<file path="src/rtl/pipeline_hazard_ctrl_pkg.sv">
// Shared definitions for the pipeline hazard/forwarding controller.
//   - Forwarding select encodings driven on fwd_a / fwd_b.
//   - Default register-address width and MDU occupancy.
//   - fwd_pick: turns per-operand EXE/MEM match flags into a select.
package pipeline_hazard_ctrl_pkg;

  localparam int unsigned DEFAULT_AW         = 5;
  localparam int unsigned DEFAULT_MDU_CYCLES = 32;

  typedef enum logic [1:0] {
    FWD_REGFILE  = 2'b00,
    FWD_EXE      = 2'b01,
    FWD_MEM_ALU  = 2'b10,
    FWD_MEM_LOAD = 2'b11
  } fwd_sel_e;

  // The younger producer (EXE) always wins over the older one (MEM).
  function automatic fwd_sel_e fwd_pick(input logic exe_hit, input logic mem_hit,
                                        input logic mem_load);
    fwd_sel_e sel;
    sel = FWD_REGFILE;
    if (exe_hit) begin
      sel = FWD_EXE;
    end else if (mem_hit) begin
      sel = mem_load ? FWD_MEM_LOAD : FWD_MEM_ALU;
    end
    return sel;
  endfunction

endpackage

</file>
<file path="src/rtl/mdu_occupancy_ctr.sv">
// Occupancy countdown for the multi-cycle multiply/divide unit.
// Ports:
//   clk, rst : clock, asynchronous active-high reset
//   issue    : an MDU instruction leaves ID this cycle; reload the countdown
//   busy     : countdown is non-zero
module mdu_occupancy_ctr #(
  parameter int unsigned MDU_CYCLES = 32
) (
  input  logic clk,
  input  logic rst,
  input  logic issue,
  output logic busy
);

  localparam int unsigned CW = $clog2(MDU_CYCLES + 1);

  logic [CW-1:0] cnt_q, cnt_d;

  // Keeps counting down through memory waits and debug holds: the MDU runs
  // independently of the pipeline registers.
  always_comb begin
    cnt_d = cnt_q;
    if (issue) begin
      cnt_d = CW'(MDU_CYCLES);
    end else if (cnt_q != '0) begin
      cnt_d = cnt_q - CW'(1);
    end
  end

  always_ff @(posedge clk or posedge rst) begin
    if (rst) begin
      cnt_q <= '0;
    end else begin
      cnt_q <= cnt_d;
    end
  end

  assign busy = (cnt_q != '0);

endmodule

</file>
<file path="src/rtl/pipeline_hazard_ctrl.sv">
// Hazard, forwarding and stage-control unit for the 5-stage MIPS pipeline.
// Ports:
//   clk, rst                    : clock, asynchronous active-high reset
//   debug_en, debug_step        : debug hold and single-step (step is edge-detected)
//   id_*                        : decoded attributes of the instruction in ID
//   exe_*, mem_*                : destination info of instructions in EXE / MEM
//   mem_ready                   : data memory finished the MEM-stage access
//   fwd_a, fwd_b                : operand forwarding selects (see fwd_sel_e)
//   fwd_m                       : store data taken from the load result in WB
//   *_en, *_rst                 : pipeline register enables and synchronous clears
//   mdu_busy                    : MDU still occupied
//   stall_cycles                : saturating count of cycles with ID held
module pipeline_hazard_ctrl
  import pipeline_hazard_ctrl_pkg::*;
#(
  parameter int unsigned AW         = DEFAULT_AW,
  parameter int unsigned MDU_CYCLES = DEFAULT_MDU_CYCLES,
  parameter int unsigned DELAY_SLOT = 1,
  parameter int unsigned SCNT_W     = 16
) (
  input  logic              clk,
  input  logic              rst,
  input  logic              debug_en,
  input  logic              debug_step,
  input  logic [AW-1:0]     id_rs_addr,
  input  logic [AW-1:0]     id_rt_addr,
  input  logic              id_rs_used,
  input  logic              id_rt_used,
  input  logic              id_is_store,
  input  logic              id_is_mdu,
  input  logic              id_reads_hilo,
  input  logic              id_branch_taken,
  input  logic              exe_wen,
  input  logic              exe_is_load,
  input  logic [AW-1:0]     exe_waddr,
  input  logic              mem_wen,
  input  logic              mem_is_load,
  input  logic [AW-1:0]     mem_waddr,
  input  logic              mem_ready,
  output logic [1:0]        fwd_a,
  output logic [1:0]        fwd_b,
  output logic              fwd_m,
  output logic              if_en,
  output logic              id_en,
  output logic              exe_en,
  output logic              mem_en,
  output logic              wb_en,
  output logic              if_rst,
  output logic              id_rst,
  output logic              exe_rst,
  output logic              mem_rst,
  output logic              wb_rst,
  output logic              mdu_busy,
  output logic [SCNT_W-1:0] stall_cycles
);

  // Operand matches; register 0 is hard-wired and never forwarded.
  logic rs_nz, rt_nz;
  logic rs_exe_hit, rs_mem_hit, rt_exe_hit, rt_mem_hit;
  logic rs_load_hit, rt_load_hit;

  assign rs_nz      = (id_rs_addr != '0);
  assign rt_nz      = (id_rt_addr != '0);
  assign rs_exe_hit = rs_nz & exe_wen & (exe_waddr == id_rs_addr);
  assign rt_exe_hit = rt_nz & exe_wen & (exe_waddr == id_rt_addr);
  assign rs_mem_hit = rs_nz & mem_wen & (mem_waddr == id_rs_addr);
  assign rt_mem_hit = rt_nz & mem_wen & (mem_waddr == id_rt_addr);
  assign rs_load_hit = exe_is_load & rs_exe_hit;
  assign rt_load_hit = exe_is_load & rt_exe_hit;

  // Hazard conditions
  logic load_stall, mdu_stall, mem_wait, dbg_hold, bubble;
  logic step_prev_q;

  // A store only needs rt at MEM, so a load feeding rt is bridged by fwd_m.
  assign load_stall = (id_rs_used & rs_load_hit) |
                      (id_rt_used & rt_load_hit & ~id_is_store);
  assign mdu_stall  = mdu_busy & (id_is_mdu | id_reads_hilo);
  assign mem_wait   = (mem_is_load | mem_wen) & ~mem_ready;
  assign dbg_hold   = debug_en & ~(debug_step & ~step_prev_q);
  assign bubble     = load_stall | mdu_stall;

  // Forwarding selects
  always_comb begin
    fwd_a = FWD_REGFILE;
    fwd_b = FWD_REGFILE;
    fwd_m = 1'b0;
    if (!rst) begin
      fwd_a = fwd_pick(rs_exe_hit, rs_mem_hit, mem_is_load);
      fwd_b = fwd_pick(rt_exe_hit, rt_mem_hit, mem_is_load);
      fwd_m = id_is_store & id_rt_used & rt_load_hit & ~(id_rs_used & rs_load_hit);
    end
  end

  // Stage controls, highest priority first
  logic [4:0] en_vec, rst_vec;  // {if, id, exe, mem, wb}

  always_comb begin
    en_vec  = 5'b11111;
    rst_vec = 5'b00000;
    if (rst) begin
      rst_vec = 5'b11111;
    end else if (mem_wait || dbg_hold) begin
      en_vec = 5'b00000;
    end else if (bubble) begin
      en_vec[4:3] = 2'b00;
      rst_vec[2]  = 1'b1;
    end else if (id_branch_taken && (DELAY_SLOT == 0)) begin
      rst_vec[3] = 1'b1;
    end
  end

  assign {if_en, id_en, exe_en, mem_en, wb_en}      = en_vec;
  assign {if_rst, id_rst, exe_rst, mem_rst, wb_rst} = rst_vec;

  // MDU occupancy; id_en already excludes every stall and bubble case.
  logic mdu_issue;
  assign mdu_issue = id_is_mdu & id_en & ~rst;

  mdu_occupancy_ctr #(
    .MDU_CYCLES(MDU_CYCLES)
  ) u_mdu_ctr (
    .clk  (clk),
    .rst  (rst),
    .issue(mdu_issue),
    .busy (mdu_busy)
  );

  // Step edge detector and stall statistics
  logic [SCNT_W-1:0] stall_cycles_q, stall_cycles_d;

  always_comb begin
    stall_cycles_d = stall_cycles_q;
    if (!id_en && !rst && !(&stall_cycles_q)) begin
      stall_cycles_d = stall_cycles_q + SCNT_W'(1);
    end
  end

  always_ff @(posedge clk or posedge rst) begin
    if (rst) begin
      step_prev_q    <= 1'b0;
      stall_cycles_q <= '0;
    end else begin
      step_prev_q    <= debug_step;
      stall_cycles_q <= stall_cycles_d;
    end
  end

  assign stall_cycles = stall_cycles_q;

endmodule

</file>
<file path="config.mk">
export PLATFORM = sky130hd
export DESIGN_NAME = pipeline_hazard_ctrl
export DESIGN_NICKNAME = d
export VERILOG_FILES = /design/src/rtl/pipeline_hazard_ctrl_pkg.sv /design/src/rtl/mdu_occupancy_ctr.sv /design/src/rtl/pipeline_hazard_ctrl.sv
export SDC_FILE = /design/constraint.sdc
export NUM_CORES = 1
export LEC_CHECK = 0
export CELL_PAD_IN_SITES_DETAIL_PLACEMENT = 0
export CELL_PAD_IN_SITES_GLOBAL_PLACEMENT = 1
export CORE_MARGIN = 3
export CORE_UTILIZATION = 28
export CTS_CLUSTER_SIZE = 8
export DETAILED_ROUTE_END_ITERATION = 12
export GPL_ROUTABILITY_DRIVEN = 0
export PLACE_DENSITY = 0.87
export SLEW_MARGIN = 0
export SYNTH_ARGS = -nofsm -noshare
export SYNTH_HDL_FRONTEND = slang
export SYNTH_SLANG_ARGS = --single-unit
</file>
<file path="constraint.sdc">
create_clock -name clk -period 3.2 [get_ports clk]
set_input_delay 0.8 -clock clk [delete_from_list [all_inputs] [get_ports clk]]
set_output_delay 0.8 -clock clk [all_outputs]
set_load 0.05 [all_outputs]
</file>
==> key figures, run 1 <==
Timing
  – Fin. Hold Viols: 0
  – Crit path time final: between 3 and 4 ns
  – F_max: 323.6 MHz
  – RSZ-0062 raised after global routing: false
  – Worst Skew: 0.0008025 ns
  – PnR worst setup slack: between 0.1 and 0.15 ns
  – Count of final max-slew check failures: 0
  – Post-route setup TNS: 0 ns
  – Setup violators final: 0
  – Worst hold margin: between 0.4 and 0.5 ns
  – Post-route clock period utilization: 0.9658
  – Worst Tran Pin Value: 0.5446 ns
  – Slew margin rel.: 0.6341

Global route
  – First-pass GRT wire length: just under 8 mm
  – Initial antenna violation count: 0
  – Largest net degree at the start of global routing: 26
  – Gr ovfl total: 0
  – Total track usage: 0.1475
  – Vias in the first global route: 1645

Clock network
  – CTS tree: yes
  – Worst skew pair latency: between 0.2 and 0.3 ns
  – Clk sinks: 23
  – CTS Buffer Depth: 2
  – Clk slew on worst S/H paths: 0.08 ns
  – CTS Buf Count: 3
  – CTS hold repair buffers: 0
  – Root Buffer: clkbuf_8
  – H-tree Lvls: 1

Floorplan
  – Initial Utilization: 0.3009
  – Die H: slightly above 80 um
  – Core ar.: between 5000 and 6000 sq um
  – Area of the die: between 6000 and 7000 sq um
  – Row cnt: 26
  – IO Count: between 60 and 70
  – Die X: between 80 and 90 um

Cells and area
  – Fraction of layout cells with a size suffix above 1: 0.2835
  – Area Growth Syn to Fin: 69.52%
  – Sequential cell area: 575.6 sq um
  – Nets@finish: about 300
  – Area of the multi-input gates: between 1000 and 1500 sq um
  – Finished Core Util: 0.5101
  – # diodes: 0
  – Fillers: a little under 500

Run status
  – Status: finished, final reports clean

Logic synthesis
  – Synth unique cells: 39
  – Post-Synth XOR/XNOR Area: 0.1964
  – Simple-Gate Fraction of Synth Area: 0.2876
  – Register bit total from synthesis: 23
  – Syn Area/Cell: 9.121 sq um
  – Mux contribution to synthesized area: 0.01559
  – Ys flop type: dfrtp_1
  – Seq/Total Area, Yosys: 0.3585
  – Largest family of logic cells by synthesized area: simple AND/OR/NAND/NOR gates
  – Synth async-reset ratio: 1.000
  – Post-synthesis cell count: around 180
  – Synth Area in Adders: 0.01559
  – Syn nets: 213
  – Cell Area, Synth: 1605 sq um
  – Number of synthesized flops with an enable pin: 0
  – Synth warnings: 0
  – Synth Area in Compound Gates: 0.06703

Route
  – Via total after detailed routing: ~1600
  – DRC Markers: 0
  – DR WL/cell: about 14 um
  – Iter 0 DRT Violations: between 70 and 80
  – Drt pass-1 iters: 4
  – Via density: 4.779
  – DRT Wirelength: around 4.8 mm
  – DRT antenna net count: 0

Critical path
  – Kind of critical path: in -> out
  – Req. time, crit path: about 2.4 ns
  – Crit path DAT: 2.29 ns
  – Worst Setup Start Kind: input port
  – CP Capture Type: output pin
  – Worst-path maximum fanout: 2

Placed design
  – # port buffers: 65
  – Pre-CTS setup slack: -0.3293 ns
  – DP HPWL: around 3.7 mm

Power and ir drop
  – Pleak: between 1 and 1.5 nW
  – Pwr Total: roughly 1.4 mW
  – VDD IR max: 0.5358 mV
  – Pwr dens: approximately 530 nW/um^2

Hold path
  – Hold crit path type: reg -> reg

Job
  – Max_cap viols: 0
[power by group]
group	internal (mW)	switching [mW]	total, mW
sequential	0.383	0.115	0.498
clock	0.0889	0.0926	0.181
combinational	0.327	0.438	0.765
[area by class of cell]
type,count,share of cell area
Tap cell,70,0.03218
Clock buffer,4,0.01655
Multi-Input combinational cell,137,0.3775
Sequential cell,23,0.2115
Timing Repair Buffer,91,0.3540
Inverter,6,0.008276
[final timing paths]
path | to | depth (start not counted) | slack (ns) | startpoint
worst max-delay path | fwd_a[0] | 9 | 0.11 | id_rs_addr[2]
worst min-delay path | stall_cycles[5] | 1 | 0.49 | stall_cycles[5]
worst max register to register | stall_cycles[1] | 8 | 0.84 | u_mdu_ctr.cnt_q[2]
worst min register to register | stall_cycles[5] | 1 | 0.49 | stall_cycles[5]
max in group asynchronous | stall_cycles[1] | 4 | 1.65 | rst
min in group asynchronous | step_prev_q | 3 | 0.99 | rst
[cells in the mapped netlist (all sizes together) (6+ instances only)]
| library cell | number | share of area |
|---|---|---|
| nor2 | 11 | 0.026 |
| nand3 | 15 | 0.047 |
| inv | 6 | 0.014 |
| xor2 | 22 | 0.12 |
| nand2 | 14 | 0.033 |
| nor3 | 7 | 0.022 |
| buf | 9 | 0.043 |
| dfrtp | 23 | 0.36 |
| xnor2 | 14 | 0.076 |
| nand4 | 6 | 0.023 |
| nor4 | 12 | 0.062 |
[cells in the final DEF, fill, tap and decap left out, drive strengths merged, types with 6 or more instances in the layout]
cell	netlist	layout
nand3	15	15
xor2	22	22
buf	9	45
clkbuf	1	6
nand4	6	6
nor2	11	11
nand2	14	14
xnor2	14	14
inv	6	6
nor4	12	12
nor3	7	7
clkdlybuf4s50	0	32
dfrtp	23	23
dlygate4sd2	0	10
[worst max-delay path: stages]
cell           delay [ns]
dlygate4sd2_1        0.27
buf_4                0.15
buf_4                0.12
xnor2_1              0.15
nand4_1              0.11
a21oi_1              0.17
nand3_1              0.14
o2bb2ai_2            0.22
buf_12               0.16
[state kept, by name, indices dropped and copies added (netlist names)]
signal	count
stall_cycles	16
step_prev_q	1
u_mdu_ctr.cnt_q	6
[layer usage]
| layer | track usage | part of all wire | vias to the layer above |
|---|---|---|---|
| li1 | - | - | 787 |
| met1 | 0.1899 | 0.44 | 735 |
| met2 | 0.2524 | 0.47 | 56 |
| met3 | 0.02961 | 0.081 | 4 |
| met4 | 0.03654 | 0.0076 | 0 |
| met5 | 0 | 0 | - |
[stage by stage]
step / std cells / cell area [sq um]
2_1_floorplan: 176 / 1639
4_1_cts: 331 / 2708
6_report: 331 / 2721
3_3_place_gp: 324 / 2614
3_5_place_dp: 324 / 2614
5_1_grt: 331 / 2721
[cells by family after synthesis]
family | Yosys count
xor gates and xnor gates | 36
and+or+nand+nor | 82
muxes | 2
DFF | 23
buffers and inverters | 16
adders and majority gates | 2
AOI/OAI and AO/OA | 15
[what timing repair did]
| action | in CTS | in global routing |
|---|---|---|
| gates resized for setup | 43 | 10 |
| pin swaps | 13 | 7 |
| setup buffers | 3 | 0 |
| hold endpoints to repair | 0 | 0 |
| endpoints found under the setup margin | 7 | 5 |
| gates cloned | 0 | 0 |
No activity file was read; power rests on OpenSTA's default activity.
==> run 2, diff against run 1 <==
- CAP_MARGIN: not set -> 20
==> results of run 2 <==
Final layout, timing and power as in run 1 (identical DEF).
